`src/rtl/uart_fifo_bridge.sv`:
```
// Byte FIFOs between the buart and the j1a I/O decode: RX drain into a FIFO, TX FIFO feeding the UART.
// Define UART_FIFO_BRIDGE_STATUS_EN to expose rx_level, tx_level and rx_full to the host.
module uart_fifo_bridge #(
    parameter int unsigned DEPTH_LOG2 = 4
) (
    input  logic                  clk,
    input  logic                  resetq,
    input  logic                  uart_valid,
    input  logic [7:0]            uart_rx_data,
    output logic                  uart_rd,
    input  logic                  uart_busy,
    output logic                  uart_wr,
    output logic [7:0]            uart_tx_data,
    input  logic                  rx_pop,
    output logic [7:0]            rx_data,
    output logic                  rx_empty,
    input  logic                  tx_push,
    input  logic [7:0]            tx_wdata,
    output logic                  tx_full
`ifdef UART_FIFO_BRIDGE_STATUS_EN
    ,
    output logic [DEPTH_LOG2:0]   rx_level,
    output logic [DEPTH_LOG2:0]   tx_level,
    output logic                  rx_full
`endif
);

    localparam int unsigned DEPTH = 2 ** DEPTH_LOG2;
    localparam int unsigned CW    = DEPTH_LOG2 + 1;

    typedef enum logic [1:0] {
        IDLE,
        LOAD,
        WAIT_BUSY,
        WAIT_DONE
    } tx_state_t;

    logic [7:0]            rx_mem [DEPTH];
    logic [DEPTH_LOG2-1:0] rx_wr_ptr;
    logic [DEPTH_LOG2-1:0] rx_rd_ptr;
    logic [CW-1:0]         rx_count;
    logic                  rx_full_int;
    logic                  rx_push_c;
    logic                  rx_pop_c;

    logic [7:0]            tx_mem [DEPTH];
    logic [DEPTH_LOG2-1:0] tx_wr_ptr;
    logic [DEPTH_LOG2-1:0] tx_rd_ptr;
    logic [CW-1:0]         tx_count;
    logic                  tx_empty;
    logic                  tx_push_c;
    logic                  tx_pop_c;

    tx_state_t             state;
    tx_state_t             state_next;
    logic                  wr_next;
    logic [7:0]            tx_data_next;

    assign rx_full_int = (rx_count == CW'(DEPTH));
    assign rx_empty    = (rx_count == CW'(0));
    assign tx_full     = (tx_count == CW'(DEPTH));
    assign tx_empty    = (tx_count == CW'(0));
    assign rx_data     = rx_mem[rx_rd_ptr];

    // ~uart_rd holds off the second push while buart is still clearing valid
    assign rx_push_c = uart_valid & ~uart_rd & ~rx_full_int;
    assign rx_pop_c  = rx_pop & ~rx_empty;
    assign tx_push_c = tx_push & ~tx_full;

`ifdef UART_FIFO_BRIDGE_STATUS_EN
    assign rx_level = rx_count;
    assign tx_level = tx_count;
    assign rx_full  = rx_full_int;
`endif

    // FIFO storage, intentionally not reset
    always_ff @(posedge clk) begin
        if (rx_push_c) begin
            rx_mem[rx_wr_ptr] <= uart_rx_data;
        end
        if (tx_push_c) begin
            tx_mem[tx_wr_ptr] <= tx_wdata;
        end
    end

    always_ff @(posedge clk or negedge resetq) begin
        if (!resetq) begin
            rx_wr_ptr <= '0;
            rx_rd_ptr <= '0;
            rx_count  <= '0;
            uart_rd   <= 1'b0;
        end else begin
            uart_rd <= rx_push_c;
            if (rx_push_c) begin
                rx_wr_ptr <= rx_wr_ptr + 1'b1;
            end
            if (rx_pop_c) begin
                rx_rd_ptr <= rx_rd_ptr + 1'b1;
            end
            case ({rx_push_c, rx_pop_c})
                2'b10:   rx_count <= rx_count + CW'(1);
                2'b01:   rx_count <= rx_count - CW'(1);
                default: rx_count <= rx_count;
            endcase
        end
    end

    always_ff @(posedge clk or negedge resetq) begin
        if (!resetq) begin
            tx_wr_ptr <= '0;
            tx_rd_ptr <= '0;
            tx_count  <= '0;
        end else begin
            if (tx_push_c) begin
                tx_wr_ptr <= tx_wr_ptr + 1'b1;
            end
            if (tx_pop_c) begin
                tx_rd_ptr <= tx_rd_ptr + 1'b1;
            end
            case ({tx_push_c, tx_pop_c})
                2'b10:   tx_count <= tx_count + CW'(1);
                2'b01:   tx_count <= tx_count - CW'(1);
                default: tx_count <= tx_count;
            endcase
        end
    end

    always_ff @(posedge clk or negedge resetq) begin
        if (!resetq) begin
            state        <= IDLE;
            uart_wr      <= 1'b0;
            uart_tx_data <= 8'h00;
        end else begin
            state        <= state_next;
            uart_wr      <= wr_next;
            uart_tx_data <= tx_data_next;
        end
    end

    // IDLE waits on ~uart_busy so a frame left running across a bridge reset is never clobbered
    always_comb begin
        state_next   = state;
        wr_next      = 1'b0;
        tx_data_next = uart_tx_data;
        tx_pop_c     = 1'b0;
        case (state)
            IDLE: begin
                if (!tx_empty && !uart_busy) begin
                    tx_data_next = tx_mem[tx_rd_ptr];
                    tx_pop_c     = 1'b1;
                    wr_next      = 1'b1;
                    state_next   = LOAD;
                end
            end
            LOAD: begin
                state_next = WAIT_BUSY;
            end
            WAIT_BUSY: begin
                if (uart_busy) begin
                    state_next = WAIT_DONE;
                end
            end
            WAIT_DONE: begin
                if (!uart_busy) begin
                    state_next = IDLE;
                end
            end
            default: begin
                state_next = IDLE;
            end
        endcase
    end

endmodule

```
`config.mk`:
```
export PLATFORM = sky130hd
export DESIGN_NAME = uart_fifo_bridge
export DESIGN_NICKNAME = d
export VERILOG_FILES = /design/src/rtl/uart_fifo_bridge.sv
export SDC_FILE = /design/constraint.sdc
export NUM_CORES = 1
export LEC_CHECK = 0
export ABC_CLOCK_PERIOD_IN_PS = 6600
export CAP_MARGIN = 20
export CORE_MARGIN = 5
export CORE_UTILIZATION = 55
export CTS_CLUSTER_DIAMETER = 30
export DETAILED_ROUTE_END_ITERATION = 16
export PLACE_DENSITY = 0.8
export SKIP_LAST_GASP = 1
export SLEW_MARGIN = 20
export SYNTH_ARGS = -nofsm -noshare
export SYNTH_HDL_FRONTEND = slang
export SYNTH_SLANG_ARGS = --single-unit
```
`constraint.sdc`:
```
create_clock -name clk -period 6.6 [get_ports clk]
set_input_delay 0.66 -clock clk [delete_from_list [all_inputs] [get_ports clk]]
set_output_delay 0.66 -clock clk [all_outputs]
set_load 0.01 [all_outputs]
```
# After elaboration in Yosys (flattened, before gate mapping)
# Memories as Yosys holds them, arrays and structs flattened. A register that Yosys moved wholly into a read port is not among the register bits.
# Cells that the tools add are included.
[classes]
n_addsub = 8
shift = 0
div = 0
n_mux = 12
n_eq_ne = 12
bitwise = 8
n_lt_le_gt_ge = 0
n_mul = 0
reduce_logical = 11
[ops]
columns = ["cell", "count"]
rows = [
  ["$pmux 5 s2", 2],
  ["$add 4x1->4 const B", 4],
  ["$add 5x1->5 const B", 2],
  ["$eq 5x5->1 const B", 2],
  ["$logic_not 5->1", 2],
  ["$sub 5x1->5 const B", 2],
  ["$eq 2x2->1 const B", 4],
  ["$pmux 2 s4", 1],
  ["$eq 2x1->1 const B", 3],
  ["$mux 1", 6],
  ["$mux 2", 3],
  ["$ne 2x2->1 const B", 3],
  ["$and 1x1->1", 4],
  ["$not 1->1", 4],
  ["$reduce_bool 2->1", 2],
  ["$logic_not 1->1", 3],
  ["$reduce_and 3->1", 1],
  ["$logic_not 2->1", 1],
  ["$reduce_and 2->1", 1],
  ["$logic_and 1x1->1", 1],
]
[word_totals]
latchBits = 0
memories = 2
out_inout_bits = 20
mem_bits_rw = 256
ff_bits = 30
inputBits = 22
rom_bits = 0
[memory_table]
columns = ["memory", "depth", "word_bits", "read_ports", "rd_ports_with_merged_regs", "write_ports", "line", "rtl"]
rows = [
  ["rx_mem", 16, 8, 1, 0, 1, "38", "logic [7:0] rx_mem [DEPTH];"],
  ["tx_mem", 16, 8, 1, 1, 1, "46", "logic [7:0] tx_mem [DEPTH];"],
]

# Logic depth before layout (Yosys ltp)
[logic_depth]
word_depth = 7
depth_mapped = 15
ltp_nobuf = 12

# Worst setup path after synthesis
# OpenSTA, ideal clock, no wires.
[synth_timing]
kind = "in2reg"
from = "input uart_busy"
to = "register tx_count[4]"
setup_ps = 80
n_path_buf = 2
slack_ps = 3752
t_arrival_ps = 2769
path_stages = 12
path_cell_list = "nand2b_1 > a21oi_1 > clkbuf_1 > ha_1 > clkbuf_1 > xor2_1 > ha_1 > a21o_1 > nand2_1 > a21o_1 > a31oi_1 > xnor2_1"
[synth_between]
elab_chain_cells = 6
elab_cells_between_ends = 8
classes_between = "eq/ne (2); mux (3); reduce/logical (3)"
[synth_rtl]
columns = ["item", "line", "rtl"]
rows = [
  ["start, declared", "11", "input logic uart_busy,"],
  ["$logic_not 1->1 *", "-", ""],
  ["$logic_and 1x1->1 *", "148", "if (!tx_empty && !uart_busy) begin"],
  ["$mux 1 *", "148", ""],
  ["$mux 1 *", "146", "case (state)"],
  ["via tx_pop_c", "52", "logic tx_pop_c;"],
  ["$eq 2x1->1 or $eq 2x2->1 (tied branches)", "120", "case ({tx_push_c, tx_pop_c})"],
  ["$pmux 5 s2 or $reduce_bool 2->1 (tied branches)", "-", ""],
  ["end signal, assigned", "121", "2'b10: tx_count <= tx_count + CW'(1);"],
  ["end signal, assigned", "122", "2'b01: tx_count <= tx_count - CW'(1);"],
  ["end signal, assigned", "123", "default: tx_count <= tx_count;"],
  ["end, declared", "49", "logic [CW-1:0] tx_count;"],
]
# The timed path passes the listed nets; every way through them passes the cells marked *.
# A chain may end at the register's enable or synchronous reset.

# Worst setup path in the final report
[layout_timing]
from = "register rx_rd_ptr[0]"
to = "output rx_data[5]"
[layout_between]
elab_chain_cells = 1
[layout_rtl]
columns = ["item", "line", "rtl"]
rows = [
  ["start, declared", "40", "logic [DEPTH_LOG2-1:0] rx_rd_ptr;"],
  ["start signal, assigned", "98", "rx_rd_ptr <= rx_rd_ptr + 1'b1;"],
  ["$mem_v2 16x8", "-", ""],
  ["end, declared", "15", "output logic [7:0] rx_data,"],
]
# Every way passes these cells.

==> metrics.cfg <==
[clock_tree]
h-tree-depth=2
cts.clk_slew.worst_paths_ps=50
root_buffer=clkbuf_16
postCtsResizedCells=0
cts_num_sinks=294
cts.path.max_buffers=3
cts_tree=done
clock_latency_ps=550
ctsHoldBuffers=0
post_cts.repair.setup_buffers=0
cts_made_buffers=46

[global_route]
antenna_found_initial=0
overflow=0
grt.total_usage_pct=19.9
grt_max_degree=39
first_global_vias=6387
grt_pass1_wl_mm=36.6

[worst_setup_path]
slowest_stage=mux4_1
cp-startpoint=rx_rd_ptr[0]
cp_num_buf_inv=2
required_ps=5940
cp_top_family=multiplexers
arrival_ps=3040
crit_path_start_kind=flip-flop
cpPeakStageDelay_ps=680
reg2regPathDepth=12
worstReg2RegStart=tx_count[1]
timing.critical_path.cells=buf_4 > mux4_1 > mux4_2 > clkdlybuf4s50_1
worst-path-max-fanout=35
r2r-end=tx_count[4]
critPathKind=flip-flop to output port
rrSetupSlack_ps=3170
endpoint_kind=output port

[drt]
drc=0
antenna_left=0
routed_via_density=6.03
num_vias=5882
drt-initial-drc-count=385
firstDrtPassIters=5
totalWireLength_mm=23.6
wl_per_cell_um=24.2

[final_layout]
area_delta_synth_final_pct=18.7
final_cells=975
drive_above_1_share_pct=20.4
layout.nets=707
final_cell_area_um2=14100
diodes=0

[yosys]
syn_avg_cell_area_um2=19.9
postSynth.asyncResetShare_pct=12.9
seq_area_frac_synth_pct=72.6
yosysWarnings=0
yosys.area.top_type=edfxtp_1
synth-edff-count=256
synthTopCellsByArea=edfxtp_1 65%, dfrtp_1 8.0%, mux4_2 7.9%, mux4_1 6.6%, ha_1 2.2%
yosysMostFrequentCell=edfxtp_1
synthFlopType=edfxtp_1
synthCells=597
synth_seq_cells=294
ys_types=38
synth_top_area_share_pct=64.6
synth_area_um2=11900
yosys-top-cells-count=256 x edfxtp_1, 42 x mux4_2, 38 x dfrtp_1, 30 x mux4_1, 21 x ha_1
syn_nets=641

[sta]
maxSlewViolCount=0
slew_headroom_pct=32.1
hold_viol=0
worstMarginPinSlew_ps=1010
fmax_mhz=270
setup_tns_ps=0
setup_ws_ps=2900
period_minus_slack_ps=3700
grt_setup_unrepaired=no
setup_viol=0
min_period_over_period_pct=56.1
fin_skew_ps=26.9

[die]
die_w_um=157
die_area_um2=24700
initial_core_util_pct=56.3
row_count=53
io_pins=42
fp.dieH_um=157
placeableCoreArea_um2=21200

[run_status]
status=completed

[run]
max_cap_viol_count=0

[power]
p_leak_uw=0.00490
p_total_uw=6560
ir_drop_mv=0.322
powerDensity_nw_per_um2=464

[placement]
preCtsSetupSlack_ps=2760
port-buffer-count=41
dp_cells=890
post_dp_cell_area_um2=12500
dp_hpwl_mm=14.3
gp_congestion=0.780

[hold_path]
hold_class=input port to asynchronous set/reset pin

per-stage QoR:
step	hold WS, ps	util, %
floorplan	364	-
global placement	494	59.3
detailed placement	508	59.3
CTS	261	66.7
global route	329	66.8
finish	238	66.8
cell type report:
cell class	instances	area, µm²
sequential	294	8640
fill	1285	7030
multi-input combinational	257	3050
clock buffer	54	1220
timing repair buffer	48	458
clock inverter	31	353
tap	275	344
inverter	16	60.1
worst max-delay path by stage:
| stage | endpoint | cells past startpoint |
|---|---|---|
| 5_1_grt | rx_data[5] | 4 |
| 3_5_place_dp | tx_count[4] | 11 |
| 6_report | rx_data[5] | 4 |
| 4_1_cts | rx_data[5] | 4 |
| 2_1_floorplan | tx_count[4] | 12 |
| 3_3_place_gp | tx_count[4] | 11 |
registers in the layout (all words and copies together) (netlist names):
signal / count
rx_mem: 128
tx_mem: 128
uart_tx_data: 8
rx_count: 5
tx_count: 5
rx_rd_ptr: 4
rx_wr_ptr: 4
tx_rd_ptr: 4
tx_wr_ptr: 4
state: 2
uart_rd: 1
uart_wr: 1
placed cells by master (no fill, tap or decap), types with 4 or more instances in the layout:
cell type	count
ha_1	21
inv_1	16
nor2b_1	4
and2_1	17
clkinv_4	7
mux4_1	30
clkdlybuf4s50_1	40
nand2b_1	6
xor2_1	7
nor2_1	17
buf_4	7
nor3_1	5
mux4_2	42
clkbuf_16	47
clkinv_2	6
o22ai_1	16
xnor2_1	15
o21ai_0	11
bufinv_16	5
inv_6	6
mux2_2	11
nand4_1	4
edfxtp_1	256
a21oi_1	11
dfrtp_1	37
nand2_1	20
clkbuf_1	5
a21o_1	5
layer usage:
metal  GRT usage, %  part of all wire [%]  vias up
met5              0                     0        -
met3           4.32                   5.9       48
met4           7.13                   2.7        0
li1               -                     -     2560
met2           35.0                    53      213
met1           24.6                    39     3061
power breakdown:
| part | total, µW | leakage, µW | switching (µW) | internal, µW |
|---|---|---|---|---|
| sequential | 2550 | 0.00276 | 259 | 2290 |
| clock | 2410 | 0.000768 | 868 | 1540 |
| combinational | 1600 | 0.00138 | 758 | 846 |
cell families after synthesis:
group,share of synthesized area [%]
muxes,15.6
AOI/OAI and AO/OA,2.46
and+or+nand+nor,3.44
DFF,72.6
buffers and inverters,1.94
xor gates and xnor gates,1.62
adders and majority gates,2.38
(Power assumes the default switching activity.)
